<file path="src/rtl/alu_32_bit_scheduler.sv">
// Arbitrates two requesters onto one shared ALU_32_bit, then issues the operation,
// holds it for WAIT_CYCLES, captures the result, and presents it until the response is taken.
module alu_32_bit_scheduler #(
    parameter int WAIT_CYCLES = 1
) (
    input  logic        clk,
    input  logic        reset,
    input  logic        req0_valid,
    input  logic        req1_valid,
    output logic        req0_ready,
    output logic        req1_ready,
    input  logic [31:0] req0_operand1,
    input  logic [31:0] req0_operand2,
    input  logic [31:0] req1_operand1,
    input  logic [31:0] req1_operand2,
    input  logic [3:0]  req0_opcode,
    input  logic [3:0]  req1_opcode,
    output logic [31:0] alu_operand1,
    output logic [31:0] alu_operand2,
    output logic [3:0]  alu_opcode,
    input  logic [63:0] alu_result,
    input  logic        alu_flagC,
    input  logic        alu_flagZ,
    output logic        resp_valid,
    output logic        resp_id,
    output logic [63:0] resp_result,
    output logic        resp_flagC,
    output logic        resp_flagZ,
    input  logic        resp_ready,
    output logic        busy
);

    localparam logic [1:0] IDLE = 2'd0;
    localparam logic [1:0] EXEC = 2'd1;
    localparam logic [1:0] RESP = 2'd2;

    // Out-of-range parameter values are clamped so the counter can never stall at zero.
    localparam logic [3:0] WAIT_LOAD = (WAIT_CYCLES < 1)  ? 4'd1  :
                                       (WAIT_CYCLES > 15) ? 4'd15 : 4'(WAIT_CYCLES);

    logic [1:0]  state_r;
    logic [1:0]  state_nxt_s;
    logic [3:0]  cnt_r;
    logic        id_r;
    logic        last_grant_r;
    logic        busy_r;
    logic        grant_s;
    logic        idle_s;
    logic        req0_ready_s;
    logic        req1_ready_s;
    logic        xfer_s;
    logic        capture_s;
    logic        hshk_s;
    logic [31:0] alu_operand1_r;
    logic [31:0] alu_operand2_r;
    logic [3:0]  alu_opcode_r;
    logic        resp_valid_r;
    logic        resp_id_r;
    logic [63:0] resp_result_r;
    logic        resp_flagC_r;
    logic        resp_flagZ_r;

    // Round-robin grant: a lone requester wins, a tie goes to the one not served last.
    always_comb begin
        grant_s = 1'b0;
        if (req0_valid && req1_valid) begin
            grant_s = ~last_grant_r;
        end else if (req1_valid) begin
            grant_s = 1'b1;
        end else begin
            grant_s = 1'b0;
        end
    end

    // Ready is gated by reset so it drops immediately while reset is asserted.
    always_comb begin
        idle_s       = (state_r == IDLE) && !reset;
        req0_ready_s = idle_s && req0_valid && !grant_s;
        req1_ready_s = idle_s && req1_valid && grant_s;
        xfer_s       = req0_ready_s || req1_ready_s;
        capture_s    = (state_r == EXEC) && (cnt_r == 4'd1);
        hshk_s       = (state_r == RESP) && resp_valid_r && resp_ready;
    end

    // Next-state selection for the issue / execute / respond sequence.
    always_comb begin
        state_nxt_s = state_r;
        case (state_r)
            IDLE: begin
                if (xfer_s) begin
                    state_nxt_s = EXEC;
                end else begin
                    state_nxt_s = IDLE;
                end
            end
            EXEC: begin
                if (capture_s) begin
                    state_nxt_s = RESP;
                end else begin
                    state_nxt_s = EXEC;
                end
            end
            RESP: begin
                if (hshk_s) begin
                    state_nxt_s = IDLE;
                end else begin
                    state_nxt_s = RESP;
                end
            end
            default: begin
                state_nxt_s = IDLE;
            end
        endcase
    end

    // State and busy flag; busy is registered from the next state so it tracks state_r exactly.
    always_ff @(posedge clk or posedge reset) begin
        if (reset) begin
            state_r <= IDLE;
            busy_r  <= 1'b0;
        end else begin
            state_r <= state_nxt_s;
            busy_r  <= (state_nxt_s != IDLE);
        end
    end

    // Execution hold counter; stops at 1 once the capture edge has been reached.
    always_ff @(posedge clk or posedge reset) begin
        if (reset) begin
            cnt_r <= 4'd0;
        end else if (xfer_s) begin
            cnt_r <= WAIT_LOAD;
        end else if ((state_r == EXEC) && (cnt_r > 4'd1)) begin
            cnt_r <= cnt_r - 4'd1;
        end else begin
            cnt_r <= cnt_r;
        end
    end

    // ALU operand registers; they keep the last issued operation outside of a transfer.
    always_ff @(posedge clk or posedge reset) begin
        if (reset) begin
            alu_operand1_r <= 32'd0;
            alu_operand2_r <= 32'd0;
            alu_opcode_r   <= 4'd0;
            id_r           <= 1'b0;
        end else if (xfer_s) begin
            alu_operand1_r <= grant_s ? req1_operand1 : req0_operand1;
            alu_operand2_r <= grant_s ? req1_operand2 : req0_operand2;
            alu_opcode_r   <= grant_s ? req1_opcode   : req0_opcode;
            id_r           <= grant_s;
        end else begin
            alu_operand1_r <= alu_operand1_r;
            alu_operand2_r <= alu_operand2_r;
            alu_opcode_r   <= alu_opcode_r;
            id_r           <= id_r;
        end
    end

    // Response registers: load on the capture edge, hold until the consumer takes them.
    always_ff @(posedge clk or posedge reset) begin
        if (reset) begin
            resp_valid_r  <= 1'b0;
            resp_id_r     <= 1'b0;
            resp_result_r <= 64'd0;
            resp_flagC_r  <= 1'b0;
            resp_flagZ_r  <= 1'b0;
        end else if (capture_s) begin
            resp_valid_r  <= 1'b1;
            resp_id_r     <= id_r;
            resp_result_r <= alu_result;
            resp_flagC_r  <= alu_flagC;
            resp_flagZ_r  <= alu_flagZ;
        end else if (hshk_s) begin
            resp_valid_r  <= 1'b0;
            resp_id_r     <= resp_id_r;
            resp_result_r <= resp_result_r;
            resp_flagC_r  <= resp_flagC_r;
            resp_flagZ_r  <= resp_flagZ_r;
        end else begin
            resp_valid_r  <= resp_valid_r;
            resp_id_r     <= resp_id_r;
            resp_result_r <= resp_result_r;
            resp_flagC_r  <= resp_flagC_r;
            resp_flagZ_r  <= resp_flagZ_r;
        end
    end

    // Round-robin pointer advances only when a response is handed off; reset favours req0.
    always_ff @(posedge clk or posedge reset) begin
        if (reset) begin
            last_grant_r <= 1'b1;
        end else if (hshk_s) begin
            last_grant_r <= resp_id_r;
        end else begin
            last_grant_r <= last_grant_r;
        end
    end

    assign req0_ready   = req0_ready_s;
    assign req1_ready   = req1_ready_s;
    assign alu_operand1 = alu_operand1_r;
    assign alu_operand2 = alu_operand2_r;
    assign alu_opcode   = alu_opcode_r;
    assign resp_valid   = resp_valid_r;
    assign resp_id      = resp_id_r;
    assign resp_result  = resp_result_r;
    assign resp_flagC   = resp_flagC_r;
    assign resp_flagZ   = resp_flagZ_r;
    assign busy         = busy_r;

endmodule

</file>
<file path="config.mk">
export PLATFORM = sky130hd
export DESIGN_NAME = alu_32_bit_scheduler
export DESIGN_NICKNAME = d
export VERILOG_FILES = /design/src/rtl/alu_32_bit_scheduler.sv
export SDC_FILE = /design/constraint.sdc
export NUM_CORES = 1
export LEC_CHECK = 0
export CAP_MARGIN = 20
export CORE_AREA = 4 4 133 135
export CTS_CLUSTER_SIZE = 20
export DETAILED_ROUTE_END_ITERATION = 10
export DIE_AREA = 0 0 137 139
export DONT_BUFFER_PORTS = 1
export REMOVE_ABC_BUFFERS = 1
export SLEW_MARGIN = 20
export SYNTH_ARGS = -nofsm -noshare
export SYNTH_HDL_FRONTEND = slang
export SYNTH_SLANG_ARGS = --single-unit
</file>
<file path="constraint.sdc">
create_clock -name clk -period 11.42 [get_ports clk]
set_input_delay 1.142 -clock clk [delete_from_list [all_inputs] [get_ports clk]]
set_output_delay 1.142 -clock clk [all_outputs]
set_load 0.02 [all_outputs]
</file>
==> metrics.md <==
| Metric | Value |
|---|---|
| H-tree Lvls | 4 |
| Crit-path cells | a21boi_4, and2_1 |
| Maximum number of pins on one net before global-route repair | 97 |
| Main combinational cell family by area after synthesis | multiplexers |
| Clock power frac | 24.2% |
| Syn-to-layout area delta | 12.6% |
| CP max stage cell | a21boi_4 |
| Post-synth EDFFs | 0 |
| FILL cells | 1,552 |
| Highest clock rate | 294 MHz |
| Max-Cap Viols | 0 |
| Synth Area in Adders | 0.409% |
| Starting density of the core | 37.1% |
| Count of cell types in the netlist | 30 |
| Setup Slack @ Placement | 7.97 ns |
| Worst hold slack | 0.479 ns |
| Synth Area in XOR/XNOR | 0.143% |
| Least-Margin Pin Slew | 1.00 ns |
| Hold Buf Count CTS | 0 |
| Cts repair resizes | 0 |
| GRT Overall Usage | 15.9% |
| Vias in the first global route | 3,867 |
| Post-Route Utilization | 41.8% |
| GP Congestion | 0.766 |
| Worst vdd ir | 121 µV |
| Post-CTS Setup Bufs | 0 |
| Synth cell count leaders | dfrtp_1 (144), nand2_1 (80), mux2i_1 (70), mux2_2 (60), o21ai_0 (52) |
| Core area | 0.0165 mm² |
| Top-level port count | 346 |
| Total CTS buffers | 17 |
| Yosys top cell area share | 58.9% |
| Area leader, netlist | dfrtp_1 |
| GRT overflow | 0 |
| WP data arrival | 2.25 ns |
| Critical path fanouts, max | 22 |
| Clock Sinks | 145 |
| Synth warn | 0 |
| Final non-filler cell area | 0.00689 mm² |
| Logic pwr share | 21.2% |
| Sequential share of power | 54.5% |
| Pins Over Slew Limit | 0 |
| Critical Path RT | 10.28 ns |
| Drt total wl | 15,500 µm |
| DRC Markers | 0 |
| Pre-antenna DRT Iters | 4 |
| N_diodes | 0 |
| Internal power | 1.38 mW |
| Sw frac | 40.8% |
| Register area share after synthesis | 59.4% |
| Synth Area in Compound Gates | 6.45% |
| Outcome | complete, no violations |
| Clock Root Buffer | clkbuf_16 |
| Kind of critical path | primary input to output pin |
| Synth Area per Inst | 12.6 µm² |
| TritonCTS clock tree | built |
| Initial antenna violation count | 0 |
| Hold crit path type | flop to flop |
| # port buffers | 0 |
| Area of the multi-input gates | 0.00233 mm² |
| Synth Cell Area | 0.00611 mm² |
| Most frequent cell after synthesis | dfrtp_1 |
| CTS Buffer Depth | 2 |
| Final WS setup | 8.02 ns |
| Fin crit period | 3.40 ns |
| Top Family by Delay on Critical Path | compound AO/OA/AOI/OAI gates |
| Crit share post-route | 29.7% |
| CP max stage delay | 0.73 ns |
| Row count | 47 |
| Crit path buf inv count | 0 |
| Final setup fails | 0 |
| Iteration-0 DRC Markers | 108 |
| Hpwl dp | 12,000 µm |
| Die span in y | 139 µm |
| Vias | 3,550 |
| Clk slew on worst S/H paths | 0.06 ns |
| Crit. End Element | output pin |
| Leakage Power | 3.13 nW |
| Routed vias/inst | 4.99 |
| PD cells | 340 mW/mm² |
| Die Wd | 137 µm |
| Fin Clk Skew | 0.0123 ns |
| Synth Register Bits | 145 |
| First-pass GRT wire length | 22,800 µm |
| Multiplexer share of the synthesized area | 24.5% |
| Share of post-route cells with drive strength above 1 | 22.2% |
| Post-Synth Simple-Gate Area | 6.20% |
| Worst Setup Start Kind | primary input |
| Fin Setup TNS | 0 ns |
| FF/Latch Area | 0.00363 mm² |
| Synth Flop Type | dfrtp_1 |
| Area after DPL | 0.00627 mm² |
| Final #Nets | 687 |
| Slew margin rel. | 32.8% |
| RSZ-0062 raised after global routing | no |
| P_sw | 955 µW |
| Post-Synthesis Cells | 486 |
| Synth area leaders | dfrtp_1 (59%), mux2i_1 (11%), mux2_2 (11%), nand2_1 (4.9%), o21ai_0 (4.3%) |
| Clock Latency Late Sink | 0.41 ns |
| Antenna Violating Nets Remaining | 0 |
| Die area | 0.0190 mm² |
| Endpoints failing hold | 0 |
| Ys async rst share | 100% |
| Wire length per cell | 21.8 µm |
## placed cells by master, fill, tap and decap left out
| cell type | n |
|---|---|
| and2b_1 | 1 |
| buf_6 | 1 |
| mux2i_1 | 70 |
| nand2_4 | 1 |
| a21o_1 | 1 |
| and2_1 | 1 |
| xnor2_1 | 1 |
| nor4b_1 | 1 |
| inv_6 | 5 |
| inv_8 | 1 |
| o21ai_4 | 1 |
| nand2b_1 | 1 |
| a211oi_1 | 1 |
| mux2_2 | 60 |
| buf_4 | 2 |
| o31a_2 | 1 |
| inv_1 | 2 |
| clkinv_4 | 2 |
| a21boi_4 | 1 |
| bufinv_16 | 3 |
| dfrtp_1 | 144 |
| nor3_2 | 1 |
| o21ai_0 | 52 |
| nand2_1 | 79 |
| mux2_4 | 8 |
| dfstp_2 | 1 |
| o21a_1 | 1 |
| nor2_1 | 3 |
| ha_1 | 2 |
| clkinvlp_4 | 3 |
| nor3b_2 | 1 |
| nor2b_1 | 1 |
| clkbuf_1 | 2 |
| o21ai_1 | 17 |
| nand3_1 | 2 |
| clkbuf_16 | 17 |
## cell type report
class | instances | area share, %
Clock buffer | 19 | 6.29
Clock inverter | 13 | 2.56
Inverter | 3 | 0.236
Multi-Input combinational cell | 308 | 33.8
Sequential cell | 145 | 52.7
Tap cell | 220 | 4.00
Timing Repair Buffer | 3 | 0.382
## cell families (layout without fill, tap and decap cells)
family          after synthesis  count (layout)
flops                       145             145
mux                         138             138
simple gates                 92              92
compound gates               75              75
buf+inv                      33              38
fa+ha+maj                     2               2
xor+xnor                      1               1
## flip-flops by register name, indices dropped and copies added, names as in the netlist
name          count
id_r              1
alu_operand2     32
state_r           2
resp_valid        1
alu_opcode        4
cnt_r             4
resp_flagZ        1
resp_result      64
resp_id           1
alu_operand1     32
resp_flagC        1
last_grant_r      1
busy              1
## per-stage QoR
step	total power [mW]	cells
6_report	2.34	711
3_3_place_gp	1.77	679
2_1_floorplan	1.66	456
4_1_cts	2.38	711
3_5_place_dp	1.80	679
5_1_grt	2.49	711
## worst paths after layout
kind / end / cells after the start / from / slack (ns)
worst max-delay path: req1_ready / 2 / req1_valid / 8.02
worst min-delay path: id_r / 1 / id_r / 0.48
worst max register to register: alu_operand2[13] / 4 / last_grant_r / 8.95
worst min register to register: id_r / 1 / id_r / 0.48
max in group asynchronous: alu_opcode[2] / 2 / reset / 9.61
min in group asynchronous: alu_operand1[7] / 1 / reset / 0.66
## power groups by stage
stage	clock network (mW)	logic [mW]	registers, mW
after global placement	0	0.483	1.29
final	0.567	0.497	1.28
after CTS	0.586	0.510	1.29
after floorplan	0	0.457	1.20
after global routing	0.612	0.570	1.31
after detailed placement	0	0.513	1.29
## metal layers
metal | GRT usage [%] | vias up | part of all wire [%]
met3 | 8.24 | 6 | 13
met4 | 3.83 | 0 | 0.78
met2 | 27.6 | 215 | 52
li1 | - | 1660 | -
met5 | 0 | - | 0
met1 | 17.0 | 1669 | 35
Note: power is estimated with default switching activity, not from simulation.
